`src/rtl/vrf_read_responder.sv`:
```
// vrf_read_responder: issues VRF SRAM reads for arbitrated read requests and
// returns the data, in request order, through a credit-protected response FIFO.
// Credits cover reads still in the tag pipeline plus entries already queued, so
// a read that has been issued always finds a free FIFO slot when its data lands.
module vrf_read_responder #(
    parameter int DATA_WIDTH   = 32,
    parameter int READ_LATENCY = 1,
    parameter int RESP_DEPTH   = 4
) (
    input  logic                  clock,
    input  logic                  reset,
    input  logic                  io_req_valid,
    output logic                  io_req_ready,
    input  logic [4:0]            io_req_bits_vs,
    input  logic                  io_req_bits_offset,
    input  logic [3:0]            io_req_bits_readSource,
    input  logic [2:0]            io_req_bits_instructionIndex,
    input  logic                  io_writeBlock,
    output logic                  sram_ren,
    output logic [5:0]            sram_addr,
    input  logic [DATA_WIDTH-1:0] sram_rdata,
    output logic                  io_resp_valid,
    input  logic                  io_resp_ready,
    output logic [DATA_WIDTH-1:0] io_resp_bits_data,
    output logic [3:0]            io_resp_bits_readSource,
    output logic [2:0]            io_resp_bits_instructionIndex
);

    localparam int PTR_W = $clog2(RESP_DEPTH);
    localparam int CNT_W = $clog2(RESP_DEPTH + 1);
    localparam int SUM_W = CNT_W + 1;

    typedef struct packed {
        logic [3:0] src;
        logic [2:0] idx;
    } tag_t;

    typedef struct packed {
        logic [DATA_WIDTH-1:0] data;
        tag_t                  tag;
    } entry_t;

    logic [READ_LATENCY-1:0] pv_q, pv_d;
    tag_t                    pt_q [READ_LATENCY];
    tag_t                    pt_d [READ_LATENCY];
    entry_t                  mem_q [RESP_DEPTH];
    entry_t                  mem_d [RESP_DEPTH];
    logic [PTR_W-1:0]        wr_ptr_q, wr_ptr_d;
    logic [PTR_W-1:0]        rd_ptr_q, rd_ptr_d;
    logic [CNT_W-1:0]        count_q, count_d;

    logic [CNT_W-1:0]        inflight;
    logic [SUM_W-1:0]        credits_used;
    logic                    fire;
    logic                    push_req;
    logic                    push;
    logic                    pop;
    logic                    full;

    // Number of reads issued to the SRAM whose data has not yet been captured.
    always_comb begin
        inflight = '0;
        for (int i = 0; i < READ_LATENCY; i++) begin
            inflight = inflight + CNT_W'(pv_q[i]);
        end
    end

    // A credit freed by a pop only shows up once count_q has updated, i.e. next cycle.
    assign credits_used = SUM_W'(inflight) + SUM_W'(count_q);
    assign io_req_ready = !io_writeBlock && (credits_used < SUM_W'(RESP_DEPTH));
    assign fire         = io_req_valid && io_req_ready;
    assign sram_ren     = fire;
    assign sram_addr    = {io_req_bits_vs, io_req_bits_offset};

    assign full     = (count_q == CNT_W'(RESP_DEPTH));
    assign push_req = pv_q[READ_LATENCY-1];
    assign push     = push_req && !full;
    assign io_resp_valid = (count_q != '0);
    assign pop      = io_resp_valid && io_resp_ready;

    assign io_resp_bits_data             = mem_q[rd_ptr_q].data;
    assign io_resp_bits_readSource       = mem_q[rd_ptr_q].tag.src;
    assign io_resp_bits_instructionIndex = mem_q[rd_ptr_q].tag.idx;

    // Tag pipeline: stage 0 loads on fire, later stages shift, last stage meets the SRAM data.
    always_comb begin
        pv_d = '0;
        pt_d = pt_q;
        pv_d[0] = fire;
        if (fire) begin
            pt_d[0] = '{src: io_req_bits_readSource, idx: io_req_bits_instructionIndex};
        end
        for (int i = 1; i < READ_LATENCY; i++) begin
            pv_d[i] = pv_q[i-1];
            pt_d[i] = pt_q[i-1];
        end
    end

    // Response FIFO: push the returning word with its tags, pop on handshake.
    always_comb begin
        mem_d    = mem_q;
        wr_ptr_d = wr_ptr_q;
        rd_ptr_d = rd_ptr_q;
        count_d  = count_q;
        if (push) begin
            mem_d[wr_ptr_q] = '{data: sram_rdata, tag: pt_q[READ_LATENCY-1]};
            wr_ptr_d        = wr_ptr_q + PTR_W'(1);
        end
        if (pop) begin
            rd_ptr_d = rd_ptr_q + PTR_W'(1);
        end
        case ({push, pop})
            2'b10:   count_d = count_q + CNT_W'(1);
            2'b01:   count_d = count_q - CNT_W'(1);
            default: count_d = count_q;
        endcase
    end

    // State registers; reset drops every in-flight and queued read.
    always_ff @(posedge clock) begin
        if (!reset) begin
            pv_q     <= '0;
            for (int i = 0; i < READ_LATENCY; i++) begin
                pt_q[i] <= '0;
            end
            for (int i = 0; i < RESP_DEPTH; i++) begin
                mem_q[i] <= '0;
            end
            wr_ptr_q <= '0;
            rd_ptr_q <= '0;
            count_q  <= '0;
        end else begin
            pv_q     <= pv_d;
            pt_q     <= pt_d;
            mem_q    <= mem_d;
            wr_ptr_q <= wr_ptr_d;
            rd_ptr_q <= rd_ptr_d;
            count_q  <= count_d;
        end
    end

    // The credit check must make an overflowing push impossible.
    a_no_push_when_full: assert property (@(posedge clock) disable iff (!reset) !(push_req && full));

endmodule

```
`config.mk`:
```
export PLATFORM = sky130hd
export DESIGN_NAME = vrf_read_responder
export DESIGN_NICKNAME = d
export VERILOG_FILES = /design/src/rtl/vrf_read_responder.sv
export SDC_FILE = /design/constraint.sdc
export NUM_CORES = 1
export LEC_CHECK = 0
export CAP_MARGIN = 20
export CORE_MARGIN = 1
export CORE_UTILIZATION = 55
export DETAILED_ROUTE_END_ITERATION = 10
export PLACE_DENSITY = 0.8
export SETUP_SLACK_MARGIN = 0.2
export SLEW_MARGIN = 10
export SYNTH_ARGS = -nofsm -noshare
export SYNTH_HDL_FRONTEND = slang
export SYNTH_SLANG_ARGS = --single-unit
```
`constraint.sdc`:
```
create_clock -name clock -period 3 [get_ports clock]
set_input_delay 0.3 -clock clock [delete_from_list [all_inputs] [get_ports clock]]
set_output_delay 0.3 -clock clock [all_outputs]
set_load 0.02 [all_outputs]
```
==> impl_results.md <==
- Status: completed
- Seq/Total Area, Yosys: 46.69%
- Worst Tran Pin Value: between 0.6 and 0.7 ns
- Synth Instances: 680
- Fmax: 377.6 MHz
- # IOs: slightly below 100
- Filler cells: ~960
- Share of the synthesized area in the top cell type: 46.69%
- Seq cells post-synth: 171
- Gpl congestion: 0.7539
- Die span in y: 117.5 microns
- Share of synthesized registers carrying an async set or reset: 0%
- TNS Setup: 0 ns
- Clk buf depth: 2
- First-pass iteration count of the detailed router: 5
- Worst Path Arrival: 2.35 ns
- Synth area leader: dfxtp_1
- Postcts setup bufs: 0
- Die width: 117.5 microns
- WP data required: 2.70 ns
- Root Driver: clkbuf_16
- Setup violators final: 0
- Initial antenna violation count: 0
- Max_slew headroom: 55.27%
- Fraction of layout cells with a size suffix above 1: between 10% and 20%
- Maximum cell stage delay along the critical path: 0.61 ns
- First-pass GRT wire length: around 26000 microns
- Crit path capture type: primary output
- Number of flops mapped to enable cells by yosys: 0
- Dpl hpwl: 9892 microns
- Worst slack at placement: 0.5380 ns
- Pin count of the biggest net entering global routing: 90
- Post-route setup slack: 0.3517 ns
- Post-DRT Antenna Nets: 0
- Final Hold Viols: 0
- Clk_lat worst skew: 0.42 ns
- H-tree depth: 4
- Syn avg cell area: roughly 11 sq um
- Syn nets: around 740
- TritonCTS clock tree: yes
- Tcrit/Tclk final: 88.28%
- Per-cell routed wire length: ~17 microns
- Syn Std Cell Area: approximately 7300 sq um
- Overflow after GRT: 0
- Clock sinks: 171
- Hold_buf cts: 0
- Rows: 41
- Input/output buffers: 85
- Fin. max-slew vios: 0
- Total global routing track utilization: 24.22%
- Placeable core area: 12820 sq um
- Maximum fanout along the worst path: 23
- Final min period: 2.648 ns
- Crit path max-delay cell type: mux4_2
- YS warnings: 0
- Max-cap viol count: 0
- Final #Nets: 796
- CTS buffer count: 17
- Remaining DRCs: 0
- Synth cell types: 23
- Worst Hold Class: primary input to flop
- Antenna Diode Count: 0
- Via count: 5055
- Worst path bufs/invs: 2
- DR iter-0 viols: 299
- RSZ-0062 raised after global routing: false
- Static Leak: 3.021 nW
- Final WL: 15730 microns
- P&R area growth vs syn: 21.16%
- Top_reg_cell synth: dfxtp_1
- Reg clk slew, reported paths: 0.06 ns
- Die area: 13800 sq um
- Clock skew: 0.005317 ns
- CP Cell Sequence: buf_4 -> mux4_2 -> clkdlybuf4s50_1
- WS Path Type: flop to primary output
- VDD IR-drop max: approximately 0.00044 V
- Vias per Instance: 5.477
- Synth top area cells: dfxtp_1, mux2i_1, mux4_2
- CP delay by family, top: buffers and inverters
- Vias in the first global route: approximately 5300
- Startpoint Class: flop
- Initial Util: a little under three fifths
- Post-CTS sizing: 0
- Power Dens Cells: 605.1 nW/um^2
==> final cells by class <==
| type | count | area [sq um] | area share (%) |
|---|---|---|---|
| multi-input combinational | 445 | 3585 | 40.35 |
| sequential | 171 | 3426 | 38.56 |
| timing repair buffer | 97 | 1017 | 11.45 |
| clock buffer | 23 | 498.0 | 5.606 |
| tap | 172 | 215.2 | 2.423 |
| clock inverter | 7 | 112.6 | 1.268 |
| inverter | 8 | 30.03 | 0.3380 |
==> cell usage in the layout (no fill, tap or decap), types with 2 or more instances in the layout <==
master,n
bufinv_16,3
or3_1,3
mux2i_1,164
nand2_1,209
buf_4,6
mux4_2,39
clkdlybuf4s50_1,84
clkbuf_8,5
inv_1,8
buf_12,6
nor2_1,6
dfxtp_2,2
clkinv_2,3
a21oi_1,3
ha_1,5
clkbuf_16,17
xor2_1,3
o21ai_0,2
dfxtp_1,169
nor2_4,4
==> worst min-delay path, cell delays in order <==
cell and delay (ns):
buf_6 0.22, nand2_1 0.12, mux2i_1 0.05
==> sequential cells by signal (all words and copies together) (netlist names) <==
signal and count:
count_q 3, wr_ptr_q 2, mem_q 156, push_req 1, rd_ptr_q 2, pt_q 7
==> synth_stat cells, types with 4 or more instances <==
| cell | number |
|---|---|
| buf_4 | 6 |
| mux2i_1 | 164 |
| buf_2 | 17 |
| ha_1 | 5 |
| nor2_1 | 6 |
| inv_1 | 8 |
| nand2_1 | 209 |
| mux4_2 | 39 |
| dfxtp_1 | 171 |
| buf_6 | 8 |
| clkbuf_1 | 25 |
| nor2_2 | 4 |
==> through the flow <==
stage / instance area [sq um] / cells / hold slack (ns) / total power [mW] / utilization, %
after floorplan: 7332 / 680 / 0.4315 / 2.903 / -
after global placement: 8273 / 893 / 0.4387 / 3.137 / 64.51
after detailed placement: 8273 / 893 / 0.4473 / 3.164 / 64.51
after CTS: 8884 / 923 / 0.3069 / 5.418 / 69.27
after global routing: 8884 / 923 / 0.3427 / 5.559 / 69.27
final: 8884 / 923 / 0.3169 / 5.376 / 69.27
==> logic make-up after synthesis <==
logic type                 after synthesis  share of synthesized area [%]
xor gates and xnor gates                 4                         0.4779
muxes                                  203                          34.37
AOI/OAI and AO/OA                        8                         0.6997
and+or+nand+nor                        224                          11.95
adders and majority gates                6                          1.126
buffers and inverters                   64                          4.693
DFF                                    171                          46.69
==> routing by layer <==
layer  global-route usage, %  share of wire, %  vias up
li1                        -                 -     2427
met1                   29.89                43     2470
met2                   41.31                50      134
met3                   5.426               5.3       24
met4                   9.215               1.7        0
met5                       0                 0        -
==> where the power goes <==
| group | switching (mW) | internal (mW) |
|---|---|---|
| combinational | 0.370 | 0.343 |
| clock | 0.854 | 1.41 |
| sequential | 0.0771 | 2.32 |
==> path summary, 6_finish.rpt <==
kind | from | to | slack [ns] | cells past startpoint
worst max-delay path | rd_ptr_q[1]$_SDFFE_PN0P_ | io_resp_bits_data[8] | 0.35 | 3
worst min-delay path | reset | mem_q[57]$_SDFFE_PN0P_ | 0.32 | 3
worst max register to register | count_q[2]$_SDFFE_PN0P_ | count_q[2]$_SDFFE_PN0P_ | 0.51 | 8
worst min register to register | mem_q[90]$_SDFFE_PN0P_ | mem_q[90]$_SDFFE_PN0P_ | 0.45 | 2
Power figures use the tool's default switching activity.
